==> src/rtl/rc_pkg.sv <==
// Shared protocol bit positions and FSM state type for the remote-control
// motor command decoder.
package rc_pkg;

    localparam int HDR_BIT  = 7;
    localparam int STOP_BIT = 6;
    localparam int EN_BIT   = 6;
    localparam int DIR_BIT  = 5;
    localparam int MAG_W    = 5;
    localparam int CH_IDX_W = 3;

    typedef enum logic {
        IDLE,
        WAIT_DATA
    } rc_state_t;

endpackage

==> src/rtl/rc_bump_sync.sv <==
// Two-flop synchroniser for the raw bumper switches, OR-reduced into a
// single bump_hit flag.
module rc_bump_sync #(
    parameter int BUMP_N = 6
) (
    input  logic              WF_CLK,
    input  logic              WF_BUTTON,
    input  logic [BUMP_N-1:0] bump,
    output logic              bump_hit
);

    logic [BUMP_N-1:0] sync_q1;
    logic [BUMP_N-1:0] sync_q2;

    always_ff @(posedge WF_CLK or negedge WF_BUTTON) begin
        if (!WF_BUTTON) begin
            sync_q1 <= '0;
            sync_q2 <= '0;
        end else begin
            sync_q1 <= bump;
            sync_q2 <= sync_q1;
        end
    end

    assign bump_hit = |sync_q2;

endmodule

==> src/rtl/rc_motor_cmd.sv <==
// Two-byte frame decoder driving per-channel enable/direction/speed with a
// bumper interlock; define RC_WATCHDOG_EN to add the link-loss watchdog.
module rc_motor_cmd
    import rc_pkg::*;
#(
    parameter int NUM_CH      = 2,
    parameter int SPD_W       = 16,
    parameter int SPD_SHIFT   = 5,
    parameter int BUMP_N      = 6,
    parameter int WDOG_CYCLES = 12_000_000
) (
    input  logic                    WF_CLK,
    input  logic                    WF_BUTTON,
    input  logic [7:0]              rx_data,
    input  logic                    rx_valid,
    input  logic [BUMP_N-1:0]       bump,
    output logic [NUM_CH-1:0]       ch_en,
    output logic [NUM_CH-1:0]       ch_dir,
    output logic [NUM_CH*SPD_W-1:0] ch_spd,
    output logic                    bump_hit,
    output logic                    wdog_trip,
    output logic                    frame_err
);

    rc_state_t           state;
    logic [CH_IDX_W-1:0] cur_ch;
    logic                is_hdr;
    logic                is_stop;
    logic                ch_ok;
    logic                stop_all;
    logic                commit;
    logic                bad_byte;
    logic                fwd_blocked;
    logic                wdog_fire;
    logic [SPD_W-1:0]    new_spd;

    rc_bump_sync #(
        .BUMP_N(BUMP_N)
    ) u_bump_sync (
        .WF_CLK   (WF_CLK),
        .WF_BUTTON(WF_BUTTON),
        .bump     (bump),
        .bump_hit (bump_hit)
    );

    assign is_hdr      = rx_data[HDR_BIT];
    assign is_stop     = rx_data[STOP_BIT];
    assign ch_ok       = {1'b0, rx_data[CH_IDX_W-1:0]} < (CH_IDX_W+1)'(NUM_CH);
    assign stop_all    = rx_valid && is_hdr && is_stop;
    assign commit      = rx_valid && !is_hdr && (state == WAIT_DATA);
    assign fwd_blocked = bump_hit && !rx_data[DIR_BIT];
    assign new_spd     = SPD_W'(rx_data[MAG_W-1:0]) << SPD_SHIFT;
    assign bad_byte    = rx_valid && (is_hdr ? ((state == WAIT_DATA) || (!is_stop && !ch_ok))
                                             : (state == IDLE));

    // A commit owns its channel's enable for that cycle; every other channel
    // sees the stop-all, watchdog and forward-bumper clears.
    always_ff @(posedge WF_CLK or negedge WF_BUTTON) begin
        if (!WF_BUTTON) begin
            state     <= IDLE;
            cur_ch    <= '0;
            ch_en     <= '0;
            ch_dir    <= '0;
            ch_spd    <= '0;
            frame_err <= 1'b0;
        end else begin
            frame_err <= bad_byte;
            if (rx_valid) begin
                if (is_hdr && !is_stop && ch_ok) begin
                    state  <= WAIT_DATA;
                    cur_ch <= rx_data[CH_IDX_W-1:0];
                end else begin
                    state <= IDLE;
                end
            end
            for (int i = 0; i < NUM_CH; i++) begin
                if (commit && (cur_ch == CH_IDX_W'(i))) begin
                    ch_en[i]                  <= rx_data[EN_BIT] && !fwd_blocked;
                    ch_dir[i]                 <= rx_data[DIR_BIT];
                    ch_spd[i*SPD_W +: SPD_W]  <= new_spd;
                end else if (stop_all || wdog_fire || (bump_hit && !ch_dir[i])) begin
                    ch_en[i] <= 1'b0;
                end
            end
        end
    end

`ifdef RC_WATCHDOG_EN
    localparam int CNT_W = $clog2(WDOG_CYCLES + 1);
    localparam logic [CNT_W-1:0] WDOG_LAST = CNT_W'(WDOG_CYCLES - 1);

    logic [CNT_W-1:0] wdog_cnt;
    logic             wdog_held;

    assign wdog_fire = !wdog_held && (wdog_cnt == WDOG_LAST) && !commit && !stop_all;

    // After firing, the counter parks until link activity re-arms it.
    always_ff @(posedge WF_CLK or negedge WF_BUTTON) begin
        if (!WF_BUTTON) begin
            wdog_cnt  <= '0;
            wdog_held <= 1'b0;
            wdog_trip <= 1'b0;
        end else begin
            wdog_trip <= wdog_fire;
            if (commit || stop_all) begin
                wdog_cnt  <= '0;
                wdog_held <= 1'b0;
            end else if (wdog_fire) begin
                wdog_held <= 1'b1;
            end else if (!wdog_held) begin
                wdog_cnt <= wdog_cnt + 1'b1;
            end
        end
    end
`else
    logic unused_wdog;

    assign unused_wdog = (WDOG_CYCLES > 0);
    assign wdog_fire   = 1'b0;
    assign wdog_trip   = 1'b0;
`endif

endmodule

==> config.mk <==
export PLATFORM = sky130hd
export DESIGN_NAME = rc_motor_cmd
export DESIGN_NICKNAME = d
export VERILOG_FILES = /design/src/rtl/rc_pkg.sv /design/src/rtl/rc_bump_sync.sv /design/src/rtl/rc_motor_cmd.sv
export SDC_FILE = /design/constraint.sdc
export NUM_CORES = 1
export LEC_CHECK = 0
export BUFFER_PORTS_ARGS = -buffer_cell sky130_fd_sc_hd__buf_2
export CAP_MARGIN = 20
export CELL_PAD_IN_SITES_DETAIL_PLACEMENT = 1
export CELL_PAD_IN_SITES_GLOBAL_PLACEMENT = 1
export CORE_MARGIN = 8
export CORE_UTILIZATION = 25
export CTS_CLUSTER_SIZE = 24
export DETAILED_ROUTE_END_ITERATION = 10
export PLACE_DENSITY_LB_ADDON = 0.1
export SYNTH_ARGS = -nofsm -noshare
export SYNTH_HDL_FRONTEND = slang
export SYNTH_SLANG_ARGS = --single-unit
==> constraint.sdc <==
create_clock -name WF_CLK -period 2.3 [get_ports WF_CLK]
set_input_delay 0.46 -clock WF_CLK [delete_from_list [all_inputs] [get_ports WF_CLK]]
set_output_delay 0.46 -clock WF_CLK [all_outputs]
set_load 0.05 [all_outputs]
Yosys cells after proc, flatten, opt, wreduce, memory -nomap -nowiden
Cells that the tools add are included.
- bits in registers: 31
- bits of input ports: 17
- output and inout bits: 39
- logic and storage cells: 49
- magnitude comparators: 1
- eq/ne operators: 1
- muxes and demuxes: 6
- bitwise operators: 1
- reduce and logical (&&, ||, !) cells: 29
- operators by type and width (cell ; number):
    logical AND 1 bit ; 14
    zero test 1 bit ; 7
    two-way mux 1 bit ; 6
    OR reduction 6 bit ; 1
    nonzero test 2 bit ; 2
    equality test 3 x 1 -> 1 bit (second input constant) ; 1
    zero test 3 bit ; 1
    logical OR 1 bit ; 3
    < comparator 3 x 2 -> 1 bit (second input constant) ; 1
    AND reduction 2 bit ; 1
    NOT 1 bit ; 1

Depth between registers and ports, before layout
Gate-level depths: netlist (run 1).
- word-level depth: 6
- gate-level depth with buffers: 3
- gate-level depth less buffers: 3

Modules after synthesis
A second synthesis (run 1) with hierarchy kept.
- cells, all modules: 92
- area total of the unflattened synthesis: 1290.0 sq um
- modules (own cells, without submodules) (module ; times used ; cells an instance ; area an instance (sq um) ; seq. area each (sq um)):
    rc_motor_cmd ; 1 ; 77 ; 975.9 ; 475.5
    rc_bump_sync ; 1 ; 15 ; 314.1 ; 300.3

Worst setup path before layout (run 1)
No wires, ideal clock.
- path type: reg-to-output
- start: register u_bump_sync.sync_q2[3]
- end: output port bump_hit
- data arrival time: 0.942 ns
- required time: 1.840 ns
- slack: 0.898 ns
- stages on the path, launching flop included: 3
- path buffers: 0
- cell sequence: dfrtp_1 > nor4_1 > nand2_1
- word-level cells in the longest chain between the ends: 1
- RTL lines (item ; line ; text):
    from (decl) ; rc_bump_sync.sv:13 ; logic [BUMP_N-1:0] sync_q2;
    from (signal assigned) ; rc_bump_sync.sv:21 ; sync_q2 <= sync_q1;
    OR reduction 6 bit ; rc_bump_sync.sv:25 ; assign bump_hit = |sync_q2;
    to (decl) ; rc_motor_cmd.sv:20 ; output logic bump_hit,
Every way passes these cells.

Worst setup path in the final report (run 1)
Same ends and word-level chain as after synthesis.

==> metrics.txt, run 1 <==
fin crit period=1.782 ns; die height=88.98 µm; fin nets=about 150; Clock Skew=0.005611 ns; layout cells sized above 1=36.23%; CTS Sinks=31; fin area=0.001582 mm²; Vias/cell=between 3 and 4; CP endpoint kind=output port; synthesized cell area=roughly 0.0013 mm²; Remaining Overflow, GRT=0; crit path kind=flip-flop to output port; non-filler instance count after layout=about 210; Pre-antenna DRT Iters=2; gpl congestion=0.7570; Synth top area share=58.27%; Final setup viols=0; Pins Over Slew Limit=0; crit-path max FO=3; antenna cells=0; GRT Overall Usage=under 10%; multi-input logic area=461.7 µm²; Ys Warns=0; DRT antenna net count=0; Worst EP arrival=1.32 ns; Worst-path clk slew=0.07 ns; register area=approximately 780 µm²; Yosys cell types=27; Pwr Total=1.448 mW; # port buffers=32; synth-to-layout area growth=18.80%; antenna violations before repair=0; hold crit path type=input pin to asynchronous set/reset pin; via count=810; Starting Density=25.90%; most frequent cells in the layout=buf_2 (32), dfrtp_1 (31), conb_1 (23), mux2_1 (6); drt total wl=2920 µm; RSZ-0062 raised after global routing=no; H-tree depth=2; setup TNS=0 ns; Worst-Skew Late Latency=0.28 ns; pwr/cell area=just over 900 mW/mm²; Num CTS Buffers=5; clk root buf=clkbuf_8; cell accounting for the most synthesized area=dfrtp_1; vias in the first global route=around 900; initial DRC count=20; top post-synthesis cells by area=dfrtp_1 (58%), buf_4 (13%), mux2_4 (5.6%); DR DRC count=0; Slew headroom=a little over half; worst endpoint required time=roughly 1.8 ns; most common cell after layout, fill and taps aside=buf_2; largest net degree at the start of global routing=32; CORE AREA=0.005140 mm²; global-route wire length before repair=approximately 4600 µm; hold_buf cts=0; placed insts=200; Die W=88.98 µm; synthesized instance count=between 90 and 100; element type at the critical path start=flip-flop; die area=between 0.007 and 0.008 mm²; fill cell count=603; Finished Core Util=between 30% and 40%; Max VDD drop=between 0.0003 and 0.0004 V; number of synthesized register bits=31; final cycle utilization of the critical path=77.46%; final hold violations=0; I/O Pins=56; Worst-Margin Slew=0.6930 ns; CTS tree=done; Resized Gates After CTS=0; DR WL/cell=about 14 µm; CTS Buffer Depth=2; max cap viols=0; fmax=~560 MHz; DP Wirelength=roughly 2300 µm; Seq/Total Area, Yosys=58.27%; outcome=finished clean; Post-CTS Setup Inserts=0; Rows=26; Synth Area per Inst=13.45 µm²; Pleak=approximately 0.84 nW; Placed Area=0.001489 mm²
cells in the mapped netlist (all sizes together):
| cell type | n |
|---|---|
| nand2b | 1 |
| nor4 | 1 |
| and4b | 1 |
| nand3 | 5 |
| nand2 | 5 |
| o21ai | 3 |
| nor2b | 3 |
| and2b | 1 |
| mux2 | 11 |
| nand4bb | 1 |
| nor4b | 1 |
| dfrtp | 31 |
| conb | 1 |
| and4bb | 1 |
| nor2 | 2 |
| a21o | 1 |
| o211ai | 2 |
| or4b | 1 |
| a32oi | 2 |
| and3 | 1 |
| buf | 23 |
| inv | 1 |
layout make-up:
cell class,instances,area share (%)
well taps,70,5.538
inverters,1,0.2373
clock inverters,3,1.503
repair buffers,32,10.13
multi-input cells,66,29.19
clock buffers,5,4.351
flip-flops and latches,31,49.05
worst paths after layout:
kind,slack [ns],to,cells past startpoint,from
setup / recovery,0.52,bump_hit,3,u_bump_sync.sync_q2[3]$_DFF_PN0_
hold / removal,0.21,u_bump_sync.sync_q1[2]$_DFF_PN0_,1,WF_BUTTON
setup reg to reg,0.87,ch_spd[9]$_DFFE_PN0P_,3,cur_ch[0]$_DFFE_PN0P_
hold reg to reg,0.35,u_bump_sync.sync_q2[1]$_DFF_PN0_,0,u_bump_sync.sync_q1[1]$_DFF_PN0_
max in group asynchronous,1.64,cur_ch[0]$_DFFE_PN0P_,1,WF_BUTTON
min in group WF_CLK,0.28,u_bump_sync.sync_q1[0]$_DFF_PN0_,1,bump[0]
where the power goes:
group	switching [mW]	internal, mW
sequential	0.0328	0.599
combinational	0.292	0.0874
clock	0.221	0.216
critical path, cell delays in order (launching register included):
cell     delay (ns)
dfrtp_1        0.37
nor4_1         0.29
nand2_1        0.14
buf_2          0.23
kinds of logic after synthesis:
| kind of cell | synth area share (%) |
|---|---|
| flip-flops | 58.27 |
| AND/OR/NAND/NOR | 13.06 |
| buffers and inverters | 13.25 |
| multiplexers | 10.71 |
| AO/OA/AOI/OAI | 4.417 |
| other | 0.2817 |
registers in the layout (all words and copies together), names as in the netlist:
| signal | cells |
|---|---|
| ch_spd | 10 |
| ch_dir | 2 |
| ch_en | 2 |
| u_bump_sync.sync_q2 | 6 |
| cur_ch | 3 |
| frame_err | 1 |
| u_bump_sync.sync_q1 | 6 |
| state | 1 |
layer usage:
layer / vias to the layer above / GRT usage (%) / share of wire [%]
li1: 368 / - / -
met1: 392 / 9.290 / 41
met2: 45 / 12.26 / 45
met3: 5 / 3.860 / 12
met4: 0 / 3.172 / 1.6
met5: - / 0 / 0
metrics by stage:
step / setup WS, ns / hold WS [ns]
2_1_floorplan: 0.8979 / 0.1644
4_1_cts: 0.4719 / 0.2378
3_5_place_dp: 0.7327 / 0.3396
3_3_place_gp: 0.7644 / 0.3326
5_1_grt: 0.3825 / 0.2542
6_report: 0.5184 / 0.2146
Power figures use the tool's default switching activity.
==> run 2, diff against run 1 <==
--- a/config.mk
+++ b/config.mk
@@ -5,6 +5,7 @@
 export SDC_FILE = /design/constraint.sdc
 export NUM_CORES = 1
 export LEC_CHECK = 0
+export ABC_AREA = 1
 export BUFFER_PORTS_ARGS = -buffer_cell sky130_fd_sc_hd__buf_2
 export CAP_MARGIN = 20
 export CELL_PAD_IN_SITES_DETAIL_PLACEMENT = 1
==> constraint.sdc (replaced) <==
create_clock -name WF_CLK -period 1.5 [get_ports WF_CLK]
set_input_delay 0.3 -clock WF_CLK [delete_from_list [all_inputs] [get_ports WF_CLK]]
set_output_delay 0.3 -clock WF_CLK [all_outputs]
set_load 0.05 [all_outputs]
==> run 2 against run 1 <==
Against the previous run:
- clock skew grew 0.0030 ns
- sequential power grew 49%
- wire length grew 7.0%
- area after synthesis shrank 1.2%
- flip-flop and latch count is the same
- final cell count grew 17%
- first-iteration DRC count grew 25%
- register-to-register slack lost 0.64 ns
- highest routed layer unchanged
==> metrics.txt, run 2 <==
antenna violations before repair=0 (unchanged); largest net degree at the start of global routing=32 (unchanged); non-filler instance count after layout=243 (+17%); Worst-Skew Late Latency=0.28 ns (about the same); clk root buf=clkbuf_8; crit-path max FO=4 (+1); drt total wl=3125 µm (+7.0%); setup ws final=0.1156 ns (-0.4028 ns); global-route wire length before repair=5064 µm (+9.9%); Pleak=0.9049 nW (+8.2%); die height=88.53 µm (-0.51%); Worst-path clk slew=0.07 ns (about the same); RSZ-0062 raised after global routing=no; Synth Area per Inst=9.887 µm² (-26%); outcome=finished clean; Starting Density=25.75% (-0.15 points); DR DRC count=0 (unchanged); antenna cells=0 (unchanged); fin crit period=1.384 ns; CTS Buffer Depth=2 (unchanged); Max VDD drop=0.0004297 V (+31%); crit path kind=flip-flop to output port; CP cell instances=nor2_2, nand3_2, buf_6; fin nets=189 (+23%); final cycle utilization of the critical path=92.29%; most frequent cells in the layout=nand2_1 (38), dfrtp_1 (31), buf_2 (31), conb_1 (23), inv_1 (9); CP max stage delay=0.37 ns (about the same); initial DRC count=25 (+25%); Finished Core Util=31.65% (+0.88 points); Ys Warns=0 (unchanged); CTS tree=done; FF-to-FF Start=cur_ch[1]$_DFFE_PN0P_; Clock Skew=0.008654 ns (+0.003043 ns); Pre-antenna DRT Iters=2 (unchanged); Remaining Overflow, GRT=0 (unchanged); Bufs and invs on worst path=1 (unchanged); synth-to-layout area growth=22.93%; element type at the critical path start=flip-flop; Clock power frac=37.4% (+7.3 points); Rows=26 (unchanged); Crit path depth=3 (unchanged); Post-Place Setup Slack=0.2187 ns (-0.5139 ns); hold crit path type=input pin to asynchronous set/reset pin; Pint=1.522 mW (+69%); final hold violations=0 (unchanged); cell accounting for the most synthesized area=dfrtp_1; DRT antenna net count=0 (unchanged); DP Wirelength=2433 µm (+7.6%); placed insts=235 (+18%); R2R depth=6 (+3); Psw=720.3 µW (+32%); I/O Pins=56 (unchanged); DR WL/cell=12.86 µm (-8.4%); Post-CTS Setup Inserts=0 (unchanged); most common cell after layout, fill and taps aside=nand2_1; synth cell count leaders=nand2_1 (38), dfrtp_1 (31), buf_4 (23), inv_1 (9), o21ai_0 (8); CP startpoint=u_bump_sync.sync_q2[5]$_DFF_PN0_; worst endpoint required time=1.20 ns (-0.64 ns); CTS Sinks=31 (unchanged); Final setup viols=0 (unchanged); Biggest register=ch_spd; Die W=88.53 µm (-0.51%); CP endpoint kind=output port; pwr/cell area=1387 mW/mm² (+52%); Synth top area share=58.99% (+0.72 points); layout cells sized above 1=30.06% (-6.2 points); number of flip-flops under the largest register name=10 (unchanged); ys async rst share=100.0% (unchanged); Worst EP arrival=1.08 ns (-0.24 ns); number of flops mapped to enable cells by yosys=0 (unchanged); Resized Gates After CTS=2 (+2); Sw Ratio=32.13% (-5.5 points); die area=0.007837 mm² (-1.0%); Num CTS Buffers=5 (unchanged); CP delay by family, top=flip-flops; most common flop cell mapped by yosys=dfrtp_1; Comb pwr share=20.7% (-5.5 points); GRT Overall Usage=8.615% (+0.65 points); hold_buf cts=0 (unchanged); top-count cell post-synth=nand2_1; Seq/Total Area, Yosys=58.99% (+0.72 points); Slowest cell on crit path=dfrtp_1; max cap viols=0 (unchanged); synthesized instance count=133 (+34%); CORE AREA=0.005107 mm² (-0.63%); synthesized cell area=0.001315 mm² (-1.2%); Vias/cell=3.811 (-2.1%); H-tree depth=2 (unchanged); Pins Over Slew Limit=0 (unchanged); # port buffers=32 (unchanged); gpl congestion=0.6929 (-8.5%); number of synthesized register bits=31 (unchanged); vias in the first global route=1002 (+15%); via count=926 (+14%); Largest regs=ch_spd x10, u_bump_sync.sync_q1 x6, u_bump_sync.sync_q2 x6; sequential share of power=41.9% (-1.8 points); top post-synthesis cells by area=dfrtp_1 (59%), buf_4 (13%), nand2_1 (11%); fmax=722.3 MHz; Yosys cell types=18 (-33%); setup TNS=0 ns (unchanged)
## run 2: cell families after synthesis
family	count (synthesis)	synth area share, %
buffers and inverters	34	16.27
other	1	0.2852
flip-flops	31	58.99
AO/OA/AOI/OAI	11	4.472
AND/OR/NAND/NOR	56	19.98
## run 2: cell type report
type                            count  area [µm²]
Timing Repair Buffer               33       173.9
Sequential cell                    31       775.7
Tap cell                           70       87.58
Multi-Input combinational cell     90       420.4
Inverter                           11       41.29
Clock buffer                        6       82.58
Clock inverter                      2       35.03
Fill cell                         626        3491
## run 2: worst reg2reg max path: cells and delay by family (launching register included)
kind | cells | cell delay (ns)
buffers and inverters | 1 | 0.09
flip-flops | 1 | 0.36
AND/OR/NAND/NOR | 5 | 0.73
## run 2: final timing paths
path | to | slack [ns]
worst min register to register | u_bump_sync.sync_q2[4]$_DFF_PN0_ | 0.35
worst min-delay path | ch_spd[25]$_DFFE_PN0P_ | 0.03
min in group WF_CLK | u_bump_sync.sync_q1[3]$_DFF_PN0_ | 0.13
worst max-delay path | bump_hit | 0.12
worst max register to register | ch_en[0]$_DFFE_PN0P_ | 0.23
max in group asynchronous | frame_err$_DFF_PN0_ | 1.17
## run 2: power by group through the flow
| stage | sequential (mW) | clock [mW] | combinational (mW) |
|---|---|---|---|
| 6_report | 0.939 | 0.839 | 0.464 |
| 5_1_grt | 0.948 | 0.906 | 0.498 |
| 4_1_cts | 0.939 | 0.865 | 0.468 |
| 3_5_place_dp | 0.954 | 0 | 0.465 |
| 3_3_place_gp | 0.952 | 0 | 0.461 |
| 2_1_floorplan | 1.08 | 0 | 0.259 |
## run 2: metrics by stage
stage / instance area, µm² / hold slack (ns) / total power, mW
final: 1617 / 0.03305 / 2.242
after global routing: 1617 / 0.05417 / 2.352
after CTS: 1605 / 0.03987 / 2.272
after detailed placement: 1480 / 0.3358 / 1.420
after global placement: 1480 / 0.3334 / 1.413
after floorplan: 1398 / 0.004409 / 1.341
## run 2: per-layer routing
metal / GRT usage, % / routed length (µm) / up-vias / share of wire (%)
met5: 0 / 0 / - / 0
met4: 3.687 / 29 / 0 / 0.93
met3: 3.714 / 301 / 4 / 9.6
met2: 13.44 / 1437 / 38 / 46
met1: 10.06 / 1356 / 440 / 43
li1: - / - / 444 / -
